<file path="config.mk">
export PLATFORM = sky130hd
export DESIGN_NAME = regbank_dump
export DESIGN_NICKNAME = d
export VERILOG_FILES = /design/src/rtl/regbank_dump_pkg.sv /design/src/rtl/regbank_dump_byte_ser.sv /design/src/rtl/regbank_dump.sv
export SDC_FILE = /design/constraint.sdc
export NUM_CORES = 1
export LEC_CHECK = 0
export BUFFER_PORTS_ARGS = -buffer_cell sky130_fd_sc_hd__buf_2
export CAP_MARGIN = 25
export CORE_AREA = 2 2 84 86
export CTS_BUF_LIST = sky130_fd_sc_hd__clkbuf_4
export DETAILED_ROUTE_END_ITERATION = 10
export DIE_AREA = 0 0 86 88
export GPL_TIMING_DRIVEN = 0
export HOLD_SLACK_MARGIN = 0.12
export MAX_ROUTING_LAYER = met4
export PLACE_DENSITY = 0.65
export SLEW_MARGIN = 25
export SYNTH_ARGS = -nofsm -noshare
export SYNTH_HDL_FRONTEND = slang
export SYNTH_HIERARCHICAL = 1
export SYNTH_SLANG_ARGS = --single-unit
</file>
<file path="constraint.sdc">
create_clock -name clk -period 4.87 [get_ports clk]
set_clock_uncertainty 0.1 [all_clocks]
set_input_delay 0.487 -clock clk [delete_from_list [all_inputs] [get_ports clk]]
set_output_delay 0.487 -clock clk [all_outputs]
set_load 0.01 [all_outputs]
</file>
<file path="src/rtl/regbank_dump_pkg.sv">
// Shared constants for the register-bank dump: FSM state encoding and frame header byte.
package regbank_dump_pkg;

   typedef enum logic [2:0] {
      S_IDLE      = 3'd0,
      S_HALT_WAIT = 3'd1,
      S_HEADER    = 3'd2,
      S_LOAD      = 3'd3,
      S_SEND      = 3'd4,
      S_CSUM      = 3'd5,
      S_DONE      = 3'd6
   } state_t;

   localparam logic [7:0] DUMP_HEADER = 8'hA5;

endpackage

</file>
<file path="src/rtl/regbank_dump_byte_ser.sv">
// 32-bit word to four big-endian bytes over valid/ready; byte counter moves only on handshake.
module dump_byte_ser (
   input  logic        clk,
   input  logic        reset,
   input  logic        load,
   input  logic [31:0] word_in,
   input  logic        active,
   input  logic        out_ready,
   output logic        out_valid,
   output logic [7:0]  out_data,
   output logic        last,
   output logic        fire
);

   logic [31:0] word;
   logic [1:0]  cnt;

   assign out_valid = active;
   assign fire      = active && out_ready;
   assign last      = (cnt == 2'd3);

   // Counter wraps 3 -> 0 naturally, leaving it ready for the next word.
   always_ff @(posedge clk or negedge reset) begin
      if (!reset) begin
         word <= '0;
         cnt  <= '0;
      end else if (load) begin
         word <= word_in;
         cnt  <= '0;
      end else if (fire) begin
         cnt <= cnt + 2'd1;
      end
   end

   always_comb begin
      out_data = 8'h00;
      case (cnt)
         2'd0: out_data = word[31:24];
         2'd1: out_data = word[23:16];
         2'd2: out_data = word[15:8];
         2'd3: out_data = word[7:0];
         default: out_data = 8'h00;
      endcase
   end

endmodule

</file>
<file path="src/rtl/regbank_dump.sv">
// Halts the CPU, reads FIRST_REG..LAST_REG through the debug read port and streams
// header, big-endian register bytes and an XOR checksum as a valid/ready byte frame.
module regbank_dump
   import regbank_dump_pkg::*;
#(
   parameter logic [3:0] FIRST_REG = 4'd1,
   parameter logic [3:0] LAST_REG  = 4'd15,
   parameter logic [7:0] HEADER    = DUMP_HEADER
) (
   input  logic        clk,
   input  logic        reset,
   input  logic        start,
   output logic        halt_req,
   input  logic        halt_ack,
   output logic [3:0]  rd_addr,
   input  logic [31:0] rd_data,
   output logic [7:0]  tx_data,
   output logic        tx_valid,
   input  logic        tx_ready,
   output logic        busy,
   output logic        done
);

   state_t     state, state_nxt;
   logic [3:0] idx;
   logic [7:0] csum;
   logic [7:0] ser_data;
   logic       ser_valid, ser_last, ser_fire;

   dump_byte_ser u_ser (
      .clk       (clk),
      .reset     (reset),
      .load      (state == S_LOAD),
      .word_in   (rd_data),
      .active    (state == S_SEND),
      .out_ready (tx_ready),
      .out_valid (ser_valid),
      .out_data  (ser_data),
      .last      (ser_last),
      .fire      (ser_fire)
   );

   always_ff @(posedge clk or negedge reset) begin
      if (!reset) state <= S_IDLE;
      else        state <= state_nxt;
   end

   always_comb begin
      state_nxt = state;
      case (state)
         S_IDLE:      if (start)    state_nxt = S_HALT_WAIT;
         S_HALT_WAIT: if (halt_ack) state_nxt = S_HEADER;
         S_HEADER:    if (tx_ready) state_nxt = S_LOAD;
         S_LOAD:      state_nxt = S_SEND;
         S_SEND:      if (ser_fire && ser_last)
                         state_nxt = (idx == LAST_REG) ? S_CSUM : S_LOAD;
         S_CSUM:      if (tx_ready) state_nxt = S_DONE;
         S_DONE:      state_nxt = S_IDLE;
         default:     state_nxt = S_IDLE;
      endcase
   end

   // rd_addr is loaded with the index the coming LOAD cycle will read.
   always_ff @(posedge clk or negedge reset) begin
      if (!reset) begin
         idx     <= '0;
         csum    <= '0;
         rd_addr <= '0;
      end else begin
         if (state == S_HALT_WAIT && halt_ack) begin
            idx  <= FIRST_REG;
            csum <= '0;
         end
         if (ser_fire) begin
            csum <= csum ^ ser_data;
            if (ser_last && idx != LAST_REG) idx <= idx + 4'd1;
         end
         if (state_nxt == S_LOAD && state != S_LOAD)
            rd_addr <= (state == S_SEND) ? idx + 4'd1 : idx;
         else if (state == S_DONE)
            rd_addr <= '0;
      end
   end

   assign busy     = (state != S_IDLE);
   assign done     = (state == S_DONE);
   assign halt_req = busy && !done;
   assign tx_valid = (state == S_HEADER) || ser_valid || (state == S_CSUM);

   always_comb begin
      tx_data = 8'h00;
      case (state)
         S_HEADER: tx_data = HEADER;
         S_SEND:   tx_data = ser_data;
         S_CSUM:   tx_data = csum;
         default:  tx_data = 8'h00;
      endcase
   end

endmodule

</file>
==> run metrics, run 1 <==
Tightest Hold Check Type=in -> reg; Die Wd=86 um; clk_lat worst skew=0.38 ns; area grow syn2layout=15.60%; die area=0.007568 mm^2; CP Cell Sequence=ha_1, clkbuf_2, a222oi_1, mux2i_1, mux2i_1, nor2_1, buf_2; core area=0.006644 mm^2; final hold violation count=0; Setup crit end kind=output port; Post-synth EDFFs=0; crit path kind=reg -> out; Remaining DRCs=0; Final Non-Filler Cells=404; most frequent cells in the layout=58 x buf_2, 53 x dfrtp_1, 37 x nand2_1; Critical Path RT=4.28 ns; CTS HTree Levels=2; share of cells above drive strength 1=0.3333; chip height=88 um; wire per inst=14.95 um; buffers added on ports=52; launching element type of the critical path=flop; DP Worst Slack=2.098 ns; kind of cell adding the most delay to the critical path=flip-flops; Final #Nets=365; total congestion overflow=0; Routed Antenna Nets=0; FP Rows=30; # Max-Cap Violations=0; largest net degree at the start of global routing=54; clk root buf=clkbuf_4; status=finished, final reports clean; Hold Path Cell Cnt=3; initial core utilization=0.4407; max incr delay on CP=0.44 ns; All-Layer GR Usage=0.1768; cell mode on critical path=mux2i_1; commonest non-fill, non-tap cell in the layout=buf_2; Ant. Diodes=0; DR iter-0 viols=95; VDD IR-drop max=0.0002242 V; asr flop ratio synth=1.000; clk sinks=53; Slew @ Worst Pin=0.6800 ns; crit-path max FO=8; Final WS setup=2.001 ns; Distinct cells, synth=44; CTS tree=yes; first-pass GRT wire length=10010 um; mapped cell area=0.002928 mm^2; power density cells=584.8 mW/mm^2; IO Pins=53; crit share post-route=0.5891; CTS Buf Count=5; Tot Pwr=1979 uW; crit path buf inv count=2; Clock Path Buffers=2; router iterations before antenna repair=8; Via-to-Cell Ratio=5.196; DP Wirelength=4457 um; Inst Count DP=395; relative slew slack=0.5467; PostCTS Resize Cnt=0; fin. max-slew vios=0; critical path depth in cells=7; slowest CP cell=dfrtp_1; Worst R2R Path Depth=8; Worst EP arrival=2.28 ns; Final setup viols=0; syn nets=305; Worst-path clk slew=0.16 ns; Post-Syn Area per Cell=11.13 um^2; cells after synthesis=263; vias in the first global route=2001; Vias=2099; Synth Warn #=6; Setup TNS=0 ns; Top FF cell, synth=dfrtp_1; Max Clock Freq=348.5 MHz; Final min period=2.869 ns; synthesized flop and latch total=53; Lkg Pwr=0.001639 uW; Placer Congestion=0.7569; register area share after synthesis=0.4530; Post-Route WL=6039 um; post-CTS setup buffer count=0; antenna violations before repair=0; RSZ-0062 raised after global routing=no
[state kept, by name (all words and copies together), names as in the netlist]
register    flops
u_ser/word     32
state           3
csum            8
u_ser/cnt       2
idx             4
rd_addr         4
[cell usage after synthesis, types with 2 or more instances]
cell type	count	share of area
buf_12	2	0.014
a21oi_1	8	0.014
nand3_1	3	0.0051
and2_1	2	0.0043
o21ai_1	8	0.014
mux2_4	22	0.11
a222oi_1	8	0.027
clkbuf_2	2	0.0034
mux2_2	2	0.0077
buf_6	2	0.0077
nor3_1	3	0.0051
nor2_1	9	0.012
or3_1	2	0.0043
nand3b_1	3	0.0077
mux2i_1	19	0.065
xor2_1	9	0.027
clkbuf_1	2	0.0026
buf_2	7	0.012
ha_1	5	0.021
a21bo_2	2	0.0068
o21ai_0	17	0.029
dfrtp_1	53	0.45
xnor2_1	3	0.0090
inv_1	13	0.017
nand2b_1	2	0.0043
nand2_1	37	0.047
[worst reg2reg max path: stages (launching register included)]
cell and delay [ns]:
dfrtp_1 0.42, buf_2 0.24, nor3b_4 0.46, and2_1 0.19, buf_2 0.20, nand2_1 0.19, nor2_2 0.33, mux2_1 0.36
a21o_1 0.18
[routing by layer]
metal  part of all wire  wire length (um)  track usage  vias up
met2               0.45              2724       0.2692       58
met4              0.010                63      0.04329        0
met1               0.49              2962       0.2439     1001
met5                  0                 0            -        -
met3              0.048               289      0.03487        7
li1                   -                 -            -     1033
[timing repair]
action	in CTS	in global routing
hold buffers	1	0
setup endpoints to repair	0	0
hold endpoints to repair	53	0
[final timing paths]
check | to | from | slack, ns
setup / recovery | tx_data[6] | u_ser/cnt[0] | 2.00
hold / removal | u_ser/word[31] | rd_data[31] | 0.20
setup reg to reg | idx[3] | state[2] | 2.12
hold reg to reg | u_ser/word[17] | u_ser/word[17] | 0.42
max in group asynchronous | u_ser/cnt[0] | reset | 3.62
min in group asynchronous | rd_addr[3] | reset | 0.56
[final cells by class]
class                      count  area (um^2)
clock inverter                 2        38.79
tap                           80        100.1
fill                         649         3259
multi-input combinational    180         1415
inverter                      13        48.80
timing repair buffer          53        272.8
buffer                        17        137.6
sequential                    53         1326
clock buffer                   6        45.04
[logic make-up (layout without fill, tap and decap cells)]
kind of cell | count (synthesis) | in the layout | synth area share
buffers and inverters | 30 | 91 | 0.06368
adders and majority gates | 5 | 5 | 0.02137
AOI/OAI and AO/OA | 49 | 49 | 0.1124
DFF | 53 | 53 | 0.4530
and+or+nand+nor | 70 | 70 | 0.1244
xor gates and xnor gates | 12 | 12 | 0.03590
muxes | 44 | 44 | 0.1893
[per-stage QoR]
stage	instance area (um^2)	util	hold slack [ns]
final	3385	0.5094	0.2035
after global routing	3385	0.5094	0.1920
after CTS	3385	0.5094	0.1885
after detailed placement	3291	0.4953	0.3950
after global placement	3288	0.4949	0.3975
after floorplan	2928	-	0.09141
[report_power, final]
group          internal [uW]  switching, uW  total, uW
registers                630            122        752
clock network            115            137        252
logic                    484            491        975
Power figures use the tool's default switching activity.
==> run 2, diff against run 1 <==
--- a/config.mk
+++ b/config.mk
@@ -14,7 +14,7 @@
 export GPL_TIMING_DRIVEN = 0
 export HOLD_SLACK_MARGIN = 0.12
 export MAX_ROUTING_LAYER = met4
-export PLACE_DENSITY = 0.65
+export PLACE_DENSITY = 0.68
 export SLEW_MARGIN = 25
 export SYNTH_ARGS = -nofsm -noshare
 export SYNTH_HDL_FRONTEND = slang
==> constraint.sdc (replaced) <==
create_clock -name clk -period 2.6 [get_ports clk]
set_clock_uncertainty 0.1 [all_clocks]
set_input_delay 0.26 -clock clk [delete_from_list [all_inputs] [get_ports clk]]
set_output_delay 0.26 -clock clk [all_outputs]
set_load 0.01 [all_outputs]
==> run metrics, run 2 (synthesized netlist as in run 1, its figures left out) <==
Tightest Hold Check Type=in -> reg; VDD IR-drop max=0.0004220 V; Final setup viols=0; die area=0.007568 mm^2; Hold EP=state[1]; Hold Path Cell Cnt=5; Top Registers=u_ser/word: 32 flops, csum: 8 flops; All-Layer GR Usage=0.1832; Worst R2R Path Depth=8; Worst-path clk slew=0.17 ns; Final min period=2.486 ns; total congestion overflow=0; DP Wirelength=4529 um; antenna violations before repair=0; first-pass GRT wire length=10670 um; Die Wd=86 um; chip height=88 um; most frequent cells in the layout=58 x buf_2, 51 x dfrtp_1, 37 x nand2_1; Critical Path RT=2.24 ns; largest reg by FF count=u_ser/word; Inst Count DP=395; RR Startpoint=state[2]; Remaining DRCs=0; DR iter-0 viols=165; Final Non-Filler Cells=441; Placer Congestion=0.8178; launching element type of the critical path=flop; CTS Buf Count=5; Routed Antenna Nets=0; multi-input gate area in the final layout=0.001459 mm^2; Ant. Diodes=0; fin. max-slew vios=0; crit path kind=reg -> out; clk_lat worst skew=0.37 ns; Via-to-Cell Ratio=5.150; Clock Path Buffers=2; Final WS setup=0.1139 ns; crit share post-route=0.9562; relative slew slack=0.5500; area grow syn2layout=29.23%; status=finished, final reports clean; clk sinks=53; Final Util=0.5695; # Max-Cap Violations=0; Lkg Pwr=0.001777 uW; largest net degree at the start of global routing=54; Min-Delay Startpoint=halt_ack; final hold violation count=0; Final #Nets=402; Max Clock Freq=402.2 MHz; Slew @ Worst Pin=0.6750 ns; share of cells above drive strength 1=0.3380; router iterations before antenna repair=5; Worst R2R End=idx[3]; Worst EP arrival=2.13 ns; Post-Route WL=6520 um; buffers added on ports=52; Setup crit end kind=output port; CTS HTree Levels=2; Reg area=0.001329 mm^2; CTS tree=yes; power density cells=1010 mW/mm^2; flop2flop setup slack=0.19 ns; DP Worst Slack=-0.09577 ns; vias in the first global route=2228; initial core utilization=0.4407; FP Rows=30; commonest non-fill, non-tap cell in the layout=buf_2; IO Pins=53; wire per inst=14.78 um; core area=0.006644 mm^2; RSZ-0062 raised after global routing=yes; clk root buf=clkbuf_4; crit-path max FO=8; Vias=2271; Fill cells=550; max FFs per register=32
## run 2: cell types whose count changed in the layout (fill, tap and decap cells not counted), moves of 3 or more
cell	before	now
mux2i_1	19	16
dlygate4sd3_1	1	34
mux2i_2	0	3
ha_1	5	2
buf_4	2	7
## run 2: worst max path at each step
stage,start,end,slack (ns),cells after the start
CTS,u_ser/cnt[0],tx_data[6],0.01,7
global route,u_ser/cnt[1],tx_data[7],-0.03,7
detailed placement,state[2],idx[3],-0.1,8
global placement,state[2],idx[3],-0.09,8
finish,u_ser/cnt[1],tx_data[2],0.11,7
floorplan,state[2],idx[3],0.26,8
## run 2: repair_timing
action	in CTS	in global routing
setup endpoints to repair	5	9
hold buffers	34	0
pin swaps	0	4
buffers inserted	1	4
gates resized for setup	0	19
endpoints found under the hold margin	87	0
## run 2: worst max-delay path, stage by stage, from the launching register on
cell and delay [ns]:
dfrtp_2 0.48, ha_4 0.18, buf_6 0.13, a222oi_1 0.40
mux2i_2 0.17, a21oi_1 0.16, o21ai_0 0.08, buf_2 0.15
## run 2: power breakdown
group          switching, uW  internal (uW)
Sequential               239           1180
Combinational            966           1040
Clock                    283            112
Total                   1490           2330
## run 2: per-stage QoR
step / cell area (um^2) / TNS, ns / hold slack [ns] / power, uW
after floorplan: 2928 / 0 / -0.1356 / 2775
after global placement: 3288 / -0.08988 / 0.3711 / 3199
after detailed placement: 3291 / -0.09577 / 0.2411 / 3260
after CTS: 3699 / 0 / 0.2636 / 3707
after global routing: 3784 / -0.05611 / 0.3068 / 4115
final: 3784 / 0 / 0.2746 / 3821
## run 2: area by class of cell
class,count,area share
multi-input combinational,180,0.3856
sequential,53,0.3512
timing repair buffer,91,0.1693
buffer,16,0.03770
tap,80,0.02646
inverter,13,0.01290
clock buffer,5,0.009921
clock inverter,3,0.006944
## run 2: metal layers
metal	track usage	up-vias	wire [um]
met5	-	-	0
met3	0.03299	2	270
met1	0.2376	1098	3078
met2	0.2974	63	3139
met4	0.04762	0	31
li1	-	1108	-
